<file path="src/rtl/noc_pkg.sv">
// noc_pkg: definitions shared by the NoC flit splitter and the packet assembler.
// Provides the derived-width helpers (flit count, sequence width, mesh
// address width, flit width), a generic flit field extractor and the
// node-index to mesh-address encoder.
// Flit layout, MSB to LSB: {vld, dest, data, id, src, seq}.
package noc_pkg;

    // Widest flit any instance is expected to carry; field extraction works on
    // a zero-extended copy of this width.
    localparam int FLIT_MAX_W = 128;

    function automatic int flit_count_f(input int payload, input int flit_payload);
        return (payload + flit_payload - 1) / flit_payload;
    endfunction

    // A single-flit packet still carries a 1-bit sequence field.
    function automatic int seq_w_f(input int flit_count);
        return (flit_count <= 1) ? 1 : $clog2(flit_count);
    endfunction

    function automatic int addr_w_f(input int x, input int y);
        return $clog2(x) + $clog2(y);
    endfunction

    function automatic int flit_w_f(input int payload, input int flit_payload, input int id_w,
                                    input int node_w, input int x, input int y);
        return 1 + addr_w_f(x, y) + flit_payload + id_w + node_w
                 + seq_w_f(flit_count_f(payload, flit_payload));
    endfunction

    // Returns bits [lsb +: width] of a flit, zero-extended to FLIT_MAX_W.
    function automatic logic [FLIT_MAX_W-1:0] field_f(input logic [FLIT_MAX_W-1:0] flit,
                                                      input int lsb, input int width);
        logic [FLIT_MAX_W-1:0] mask;
        if (width >= FLIT_MAX_W) begin
            mask = {FLIT_MAX_W{1'b1}};
        end else begin
            mask = (FLIT_MAX_W'(1) << width) - FLIT_MAX_W'(1);
        end
        return (flit >> lsb) & mask;
    endfunction

    // Mesh address {column, row}: column = node % X, row = node / X.
    function automatic int node_addr_f(input int node_id, input int x, input int y);
        return ((node_id % x) << $clog2(y)) | (node_id / x);
    endfunction

endpackage

</file>
<file path="src/rtl/packet_fifo.sv">
// packet_fifo: synchronous FIFO of completed packets.
// Ports:
//   clk, rst     clock, asynchronous active-high reset
//   push_i       write wr_data_i (accepted when not full, or when popping in the same cycle)
//   pop_i        discard the head entry (ignored when empty)
//   wr_data_i    entry to write
//   rd_data_o    head entry, read straight from the storage registers
//   full_o       DEPTH entries held
//   empty_o      no entries held
module packet_fifo #(
    parameter int WIDTH = 40,
    parameter int DEPTH = 8
) (
    input  logic             clk,
    input  logic             rst,
    input  logic             push_i,
    input  logic             pop_i,
    input  logic [WIDTH-1:0] wr_data_i,
    output logic [WIDTH-1:0] rd_data_o,
    output logic             full_o,
    output logic             empty_o
);

    localparam int PTR_W = $clog2(DEPTH);
    localparam int CNT_W = PTR_W + 1;

    logic [WIDTH-1:0] mem_q [DEPTH];
    logic [PTR_W-1:0] rd_ptr_q, rd_ptr_d;
    logic [PTR_W-1:0] wr_ptr_q, wr_ptr_d;
    logic [CNT_W-1:0] count_q, count_d;
    logic             do_push_s;
    logic             do_pop_s;

    assign empty_o   = (count_q == {CNT_W{1'b0}});
    assign full_o    = (count_q == CNT_W'(DEPTH));
    assign rd_data_o = mem_q[rd_ptr_q];
    // When full, the write lands in the slot the simultaneous pop frees.
    assign do_pop_s  = pop_i & ~empty_o;
    assign do_push_s = push_i & (~full_o | do_pop_s);

    // Next-state pointers and occupancy; pointers wrap naturally (power-of-two depth).
    always_comb begin
        rd_ptr_d = rd_ptr_q;
        wr_ptr_d = wr_ptr_q;
        count_d  = count_q;
        if (do_pop_s) begin
            rd_ptr_d = rd_ptr_q + PTR_W'(1);
        end else begin
            rd_ptr_d = rd_ptr_q;
        end
        if (do_push_s) begin
            wr_ptr_d = wr_ptr_q + PTR_W'(1);
        end else begin
            wr_ptr_d = wr_ptr_q;
        end
        case ({do_push_s, do_pop_s})
            2'b10:   count_d = count_q + CNT_W'(1);
            2'b01:   count_d = count_q - CNT_W'(1);
            default: count_d = count_q;
        endcase
    end

    // Pointer/occupancy registers.
    always_ff @(posedge clk or posedge rst) begin
        if (rst) begin
            rd_ptr_q <= {PTR_W{1'b0}};
            wr_ptr_q <= {PTR_W{1'b0}};
            count_q  <= {CNT_W{1'b0}};
        end else begin
            rd_ptr_q <= rd_ptr_d;
            wr_ptr_q <= wr_ptr_d;
            count_q  <= count_d;
        end
    end

    // Storage; cleared on reset so the head reads zero out of reset.
    always_ff @(posedge clk or posedge rst) begin
        if (rst) begin
            for (int i = 0; i < DEPTH; i++) begin
                mem_q[i] <= {WIDTH{1'b0}};
            end
        end else if (do_push_s) begin
            mem_q[wr_ptr_q] <= wr_data_i;
        end
    end

endmodule

</file>
<file path="src/rtl/packet_assembler.sv">
// packet_assembler: reassembles flits from the router ejection port into
// PAYLOAD-bit packets, one reassembly slot per source node, and queues the
// completed packets for the core.
// Ports:
//   clk, rst        clock, asynchronous active-high reset
//   ce              clock enable; low freezes all state and ignores flits
//   flit_in         {vld, dest, data, id, src, seq}; flit_valid qualifies it
//   packet_out, src_out, id_out, out_valid / out_ready   completed-packet FIFO head
//   drop_*          one-cycle pulses for misrouted, malformed, restarted and overflowed packets
module packet_assembler
    import noc_pkg::*;
#(
    parameter int NODE_ID         = 0,
    parameter int NODE_COUNT      = 8,
    parameter int PACKET_ID_WIDTH = 5,
    parameter int QUEUE_DEPTH     = 8,
    parameter int PAYLOAD         = 32,
    parameter int FLIT_PAYLOAD    = 8,
    parameter int X               = 3,
    parameter int Y               = 3,
    localparam int NODE_W     = $clog2(NODE_COUNT),
    localparam int FLIT_COUNT = flit_count_f(PAYLOAD, FLIT_PAYLOAD),
    localparam int SEQ_W      = seq_w_f(FLIT_COUNT),
    localparam int ADDR_W     = addr_w_f(X, Y),
    localparam int FLIT_W     = flit_w_f(PAYLOAD, FLIT_PAYLOAD, PACKET_ID_WIDTH, NODE_W, X, Y)
) (
    input  logic                       clk,
    input  logic                       rst,
    input  logic                       ce,
    input  logic [FLIT_W-1:0]          flit_in,
    input  logic                       flit_valid,
    output logic [PAYLOAD-1:0]         packet_out,
    output logic [NODE_W-1:0]          src_out,
    output logic [PACKET_ID_WIDTH-1:0] id_out,
    output logic                       out_valid,
    input  logic                       out_ready,
    output logic                       drop_misroute,
    output logic                       drop_malformed,
    output logic                       drop_restart,
    output logic                       drop_overflow
);

    localparam int SEQ_LSB  = 0;
    localparam int SRC_LSB  = SEQ_LSB + SEQ_W;
    localparam int ID_LSB   = SRC_LSB + NODE_W;
    localparam int DATA_LSB = ID_LSB + PACKET_ID_WIDTH;
    localparam int DEST_LSB = DATA_LSB + FLIT_PAYLOAD;
    localparam int VLD_LSB  = DEST_LSB + ADDR_W;
    localparam int ENTRY_W  = PAYLOAD + NODE_W + PACKET_ID_WIDTH;
    localparam logic [ADDR_W-1:0] OWN_ADDR = ADDR_W'(node_addr_f(NODE_ID, X, Y));

    // Flit fields
    logic [FLIT_MAX_W-1:0]      flit_ext_s;
    logic                       flit_vld_s;
    logic [ADDR_W-1:0]          flit_dest_s;
    logic [FLIT_PAYLOAD-1:0]    flit_data_s;
    logic [PACKET_ID_WIDTH-1:0] flit_id_s;
    logic [NODE_W-1:0]          flit_src_s;
    logic [SEQ_W-1:0]           flit_seq_s;
    logic                       seq_bad_s, src_bad_s;

    // Reassembly slots, one per source
    logic [FLIT_COUNT-1:0][FLIT_PAYLOAD-1:0] slot_data_q [NODE_COUNT];
    logic [PACKET_ID_WIDTH-1:0]              slot_id_q   [NODE_COUNT];
    logic [FLIT_COUNT-1:0]                   slot_mask_q [NODE_COUNT];
    logic [NODE_COUNT-1:0]                   slot_busy_q;

    logic [FLIT_COUNT-1:0][FLIT_PAYLOAD-1:0] merged_data_d;
    logic [FLIT_COUNT-1:0]                   new_mask_d;
    logic take_s, accept_s, same_pkt_s, complete_s, pop_s;
    logic misroute_d, malformed_d, restart_d, overflow_d;
    logic drop_misroute_q, drop_malformed_q, drop_restart_q, drop_overflow_q;

    logic               fifo_push_s, fifo_full_s, fifo_empty_s;
    logic [ENTRY_W-1:0] fifo_wr_data_s, fifo_rd_data_s;

    assign flit_ext_s  = FLIT_MAX_W'(flit_in);
    assign flit_vld_s  = 1'(field_f(flit_ext_s, VLD_LSB, 1));
    assign flit_dest_s = ADDR_W'(field_f(flit_ext_s, DEST_LSB, ADDR_W));
    assign flit_data_s = FLIT_PAYLOAD'(field_f(flit_ext_s, DATA_LSB, FLIT_PAYLOAD));
    assign flit_id_s   = PACKET_ID_WIDTH'(field_f(flit_ext_s, ID_LSB, PACKET_ID_WIDTH));
    assign flit_src_s  = NODE_W'(field_f(flit_ext_s, SRC_LSB, NODE_W));
    assign flit_seq_s  = SEQ_W'(field_f(flit_ext_s, SEQ_LSB, SEQ_W));
    // Range checks on the zero-extended fields so they stay meaningful for any width.
    assign seq_bad_s   = field_f(flit_ext_s, SEQ_LSB, SEQ_W) >= FLIT_MAX_W'(FLIT_COUNT);
    assign src_bad_s   = field_f(flit_ext_s, SRC_LSB, NODE_W) >= FLIT_MAX_W'(NODE_COUNT);

    assign pop_s = ce & out_valid & out_ready;

    // Flit classification, slot merge and completion decision.
    always_comb begin
        take_s        = ce & flit_valid & flit_vld_s;
        misroute_d    = 1'b0;
        malformed_d   = 1'b0;
        accept_s      = 1'b0;
        same_pkt_s    = slot_busy_q[flit_src_s] & (slot_id_q[flit_src_s] == flit_id_s);
        merged_data_d = slot_data_q[flit_src_s];
        new_mask_d    = {FLIT_COUNT{1'b0}};
        if (take_s && (flit_dest_s != OWN_ADDR)) begin
            misroute_d = 1'b1;
        end else if (take_s && (seq_bad_s || src_bad_s)) begin
            malformed_d = 1'b1;
        end else begin
            accept_s = take_s;
        end
        if (accept_s) begin
            merged_data_d[flit_seq_s] = flit_data_s;
        end else begin
            merged_data_d = slot_data_q[flit_src_s];
        end
        // A new or restarted packet starts from an empty mask.
        if (same_pkt_s) begin
            new_mask_d = slot_mask_q[flit_src_s] | (FLIT_COUNT'(1) << flit_seq_s);
        end else begin
            new_mask_d = FLIT_COUNT'(1) << flit_seq_s;
        end
        restart_d   = accept_s & slot_busy_q[flit_src_s] & ~same_pkt_s;
        complete_s  = accept_s & (&new_mask_d);
        fifo_push_s = complete_s & (~fifo_full_s | pop_s);
        overflow_d  = complete_s & fifo_full_s & ~pop_s;
    end

    assign fifo_wr_data_s = {PAYLOAD'(merged_data_d), flit_src_s, flit_id_s};

    // Slot state: a completing flit (pushed or overflowed) frees its slot.
    always_ff @(posedge clk or posedge rst) begin
        if (rst) begin
            for (int i = 0; i < NODE_COUNT; i++) begin
                slot_data_q[i] <= {(FLIT_COUNT*FLIT_PAYLOAD){1'b0}};
                slot_id_q[i]   <= {PACKET_ID_WIDTH{1'b0}};
                slot_mask_q[i] <= {FLIT_COUNT{1'b0}};
            end
            slot_busy_q <= {NODE_COUNT{1'b0}};
        end else if (accept_s) begin
            slot_data_q[flit_src_s] <= merged_data_d;
            slot_id_q[flit_src_s]   <= flit_id_s;
            slot_mask_q[flit_src_s] <= complete_s ? {FLIT_COUNT{1'b0}} : new_mask_d;
            slot_busy_q[flit_src_s] <= ~complete_s;
        end
    end

    // Drop pulses; each _d already includes ce, so they read zero while ce is low.
    always_ff @(posedge clk or posedge rst) begin
        if (rst) begin
            drop_misroute_q  <= 1'b0;
            drop_malformed_q <= 1'b0;
            drop_restart_q   <= 1'b0;
            drop_overflow_q  <= 1'b0;
        end else begin
            drop_misroute_q  <= misroute_d;
            drop_malformed_q <= malformed_d;
            drop_restart_q   <= restart_d;
            drop_overflow_q  <= overflow_d;
        end
    end

    assign drop_misroute  = drop_misroute_q;
    assign drop_malformed = drop_malformed_q;
    assign drop_restart   = drop_restart_q;
    assign drop_overflow  = drop_overflow_q;

    packet_fifo #(
        .WIDTH (ENTRY_W),
        .DEPTH (QUEUE_DEPTH)
    ) u_fifo (
        .clk       (clk),
        .rst       (rst),
        .push_i    (fifo_push_s),
        .pop_i     (pop_s),
        .wr_data_i (fifo_wr_data_s),
        .rd_data_o (fifo_rd_data_s),
        .full_o    (fifo_full_s),
        .empty_o   (fifo_empty_s)
    );

    assign {packet_out, src_out, id_out} = fifo_rd_data_s;
    assign out_valid = ~fifo_empty_s;

endmodule
</file>
<file path="config.mk">
export PLATFORM = sky130hd
export DESIGN_NAME = packet_assembler
export DESIGN_NICKNAME = d
export VERILOG_FILES = /design/src/rtl/noc_pkg.sv /design/src/rtl/packet_fifo.sv /design/src/rtl/packet_assembler.sv
export SDC_FILE = /design/constraint.sdc
export NUM_CORES = 2
export LEC_CHECK = 0
export BUFFER_PORTS_ARGS = -buffer_cell sky130_fd_sc_hd__buf_2
export CAP_MARGIN = 20
export CELL_PAD_IN_SITES_DETAIL_PLACEMENT = 1
export CELL_PAD_IN_SITES_GLOBAL_PLACEMENT = 2
export CORE_AREA = 2 2 270 272
export CTS_CLUSTER_DIAMETER = 150
export DETAILED_ROUTE_END_ITERATION = 6
export DIE_AREA = 0 0 272 274
export HOLD_SLACK_MARGIN = 0.1
export PLACE_DENSITY_LB_ADDON = 0.1
export SLEW_MARGIN = 20
export SYNTH_ARGS = -nofsm -noshare
export SYNTH_HDL_FRONTEND = slang
export SYNTH_SLANG_ARGS = --single-unit
export TNS_END_PERCENT = 100
</file>
<file path="constraint.sdc">
create_clock -name clk -period 27.1 [get_ports clk]
set_input_delay 5.42 -clock clk [delete_from_list [all_inputs] [get_ports clk]]
set_output_delay 5.42 -clock clk [all_outputs]
set_load 0.03 [all_outputs]
</file>
==> metrics list <==
* Dpl cell area: between 30,000 and 40,000 sq um
- Hold bufs inserted after CTS: 0
* Primary FF master, synth: dfrtp_1
* Most numerous cell types in the synthesized netlist: 669 x dfrtp_1, 429 x nand2_1, 346 x mux2_2
- Avg Cell Area, Syn: 12.20 sq um
* CP Capture Type: register
* Clock H-tree levels: 3
- Final antenna-violating net count: 0
- Vertical die dimension: 274 um
- After detailed routing, the total wire length is 85.44 mm.
- TritonCTS created 75 clock buffers.
- After synthesis, the netlist uses 62 different library cells.
- Measured against its own limit, the worst slew margin works out to 0.2676.
* Largest cells by area after synthesis: dfrtp_1 56%, mux2_2 13%, mux4_2 6.6%, nand2_1 5.4%, o21ai_0 4.4%
* Final-layout setup total negative slack: 0 ns
- The die covers 74,530 sq um.
- Yosys mapped a number of flops with a built-in enable equal to 0.
* Core Util, Final: 0.4661
- Data arrival time of the worst path: around 10 ns
- The floorplan step defined a core boundary enclosing 71,970 sq um.
- Clock latency on the worst-skew pair, taken at its later pin, is 0.62 ns.
* Static leakage: approximately 16 nW
* Transition time of the tightest slew-check pin: 1.096 ns
- Nets in the synthesized netlist: 2,486
- The first global-routing pass estimated 133.9 mm of wire.
- 73 I/O pins were placed.
- After the first detailed-routing iteration, the DRC count stood at between 1,000 and 1,500.
- Library cell with the highest instance count after synthesis: dfrtp_1
* Fraction of synthesized cell area taken by the top area cell type: 0.5594
* Unrepaired setup endpoints after global routing: false
- Async SR Flop Fraction: 1.000
* Startpoint-to-endpoint class of the critical path: in2reg
- Of the total synthesized cell area, the portion taken by full adders, half adders and majority gates is 0.002090.
- In this run the power density over the cells is 64.79 nW/um^2.
- Max IR drop VDD: between 0.04 and 0.05 mV
- The number of failing hold endpoints at the final stage was 0.
- Vias in the first global route: 21,670
- After global routing the overflow that remains totals 0.
- Counting along the longest clock path gives a buffer depth of 3.
- Total Routing Usage GR: 0.2347
* Multiplexer fraction of the synthesized cell area: 0.2278
- Cell type contributing the most total cell area after synthesis: dfrtp_1
* CP required: approximately 28 ns
- During placement, the flow inserted port buffers numbering just over 70.
- Number of placed cells counting well taps: 3,324
- First-pass detailed-route iteration total: 5
- Of the total synthesized cell area, the portion taken by XOR and XNOR cells is 0.003804.
* Initial antenna violation count: 2
- WL/cell: roughly 25 um
- In the synthesized netlist, the number of instances is 2,453.
- After clock tree synthesis, the clock-pin slew on the worst setup and hold paths is 0.06 ns.
- In this run, synthesis produced a sequential element count of between 600 and 700.
- Of the synthesized area, sequential elements account for 0.5594.
- Die X: 272 um
* Share of the clock period used by the worst path: 0.3557
- Number of inserted filler cells in the final layout: ~7,400
- Dividing the detail-routed via count by the number of cells gives 5.676.
- Counting every sink on the clock net gives 669.
- The worst setup path is launched from an input pin.
- Highest clock frequency the design can meet: 103.7 MHz
- TritonCTS built the clock tree.
* Share of cells above drive strength 1: 0.2731
- Fin crit period: between 9 and 10 ns
- Post-Route Skew: 0.02195 ns
- Placement Rows: slightly below 100
* Max-capacitance violation count: 0
- After routing the design area is 33,550 sq um.
- From synthesis to final layout, the design area changed by 12.09%.
- The finished layout holds 3,461 standard cells, fillers aside.
* Count of vias placed by the detailed router: slightly below 20,000
- Yosys printed 0 warnings.
- Placer's final routability congestion estimate: 0.7315
- Root cell of the clock tree: clkbuf_16
- The path class of the tightest hold or removal check is reg2reg.
* Combined flip-flop and latch cell area: 16,750 sq um
- The area fraction in compound gates after synthesis is 0.09987.
- Buffer count from post-CTS setup fixing: 0
- Final number of setup-violating endpoints: 0
- Final-stage net count: approximately 2,500
- After synthesis the cells add up to 29,930 sq um.
* Count of cells resized by post-cts repair: 0
- Hold timing on the final database bottoms out at a slack of 0.4635 ns.
* Critical path fanouts, max: 57
- After synthesis, the largest family of logic cells by area is multiplexers.
- The total count of max-transition violations in the final report came to 0.
* DPL Wire Length: roughly 49 mm
- The initial utilization of the core area, before any placement, comes to 0.4159.
* Number of remaining DRC errors: 0
* Run status: finished, final reports clean
- Largest net degree at the start of global routing: approximately 170
- Of the total synthesized cell area, the portion taken by AND, OR, NAND and NOR gates is 0.07814.
* Multi-input gate area in the final layout: ~12,000 sq um
-- power breakdown --
group / internal (mW) / switching [mW] / total, mW / leakage (nW)
registers: 1.01 / 0.0205 / 1.03 / 9.34
clock network: 0.618 / 0.412 / 1.03 / 1.23
logic: 0.0411 / 0.0766 / 0.118 / 5.27
total: 1.66 / 0.509 / 2.17 / 15.8
-- through the flow --
step           power [mW]  setup WS [ns]
6_report            2.174          17.46
3_3_place_gp        1.164          16.87
5_1_grt             2.256          17.14
4_1_cts             2.208          17.45
2_1_floorplan       1.126          2.929
3_5_place_dp        1.166          16.83
-- placed cells by master, fill, tap and decap left out, types with 33 or more instances in the layout --
cell         n
clkbuf_16   78
nand2_1    421
mux2i_1     41
mux2_1      47
buf_4       38
mux4_2      88
a22oi_1     82
dfrtp_1    666
mux2_2     346
buf_2       70
o21ai_0    265
nor2_1      33
-- worst paths after layout --
| check | to | cells past startpoint | slack [ns] | start |
|---|---|---|---|---|
| hold / removal | slot_mask_q[30] | 2 | 0.46 | slot_mask_q[30] |
| min in group asynchronous | u_fifo.mem_q[194] | 2 | 4.84 | rst |
| setup / recovery | u_fifo.mem_q[104] | 10 | 17.46 | flit_in[2] |
| max in group asynchronous | slot_data_q[132] | 5 | 19.17 | rst |
| setup reg to reg | u_fifo.mem_q[104] | 8 | 23.07 | slot_mask_q[30] |
| hold reg to reg | slot_mask_q[30] | 2 | 0.46 | slot_mask_q[30] |
-- state kept, by name, summed over array words and instances, names as in the netlist --
register / flops
u_fifo.rd_ptr_q: 3
drop_restart: 1
slot_id_q: 40
drop_misroute: 1
drop_overflow: 1
u_fifo.wr_ptr_q: 3
slot_data_q: 256
u_fifo.mem_q: 320
slot_busy_q: 8
u_fifo.count_q: 4
slot_mask_q: 32
-- critical path, stage by stage --
cell and delay, ns:
buf_4 0.30, buf_4 0.69, mux2i_1 0.17, mux4_2 0.49, xnor2_1 0.18, or3_1 0.46, a2111oi_4 0.35, buf_4 0.48
nand4_4 0.81, mux2_1 0.64
-- area by class of cell --
| class | instances | area share |
|---|---|---|
| well taps | 959 | 0.03577 |
| multi-input cells | 1581 | 0.3685 |
| clock inverters | 17 | 0.006788 |
| clock buffers | 115 | 0.06799 |
| diodes | 5 | 0.0003730 |
| flip-flops and latches | 669 | 0.4993 |
| repair buffers | 111 | 0.02048 |
| inverters | 4 | 0.0008206 |
-- cells by family after synthesis --
logic type | count (synthesis)
flops | 669
simple gates | 552
mux | 522
compound gates | 488
buf+inv | 203
xor+xnor | 13
fa+ha+maj | 5
other cells | 1
-- layer usage --
metal / up-vias / GRT usage / wire length (um)
li1: 8796 / - / -
met1: 10470 / 0.3148 / 38930
met2: 270 / 0.4064 / 42440
met3: 112 / 0.02583 / 2452
met4: 0 / 0.06145 / 1615
met5: - / 0 / 0
Power figures use the tool's default switching activity.
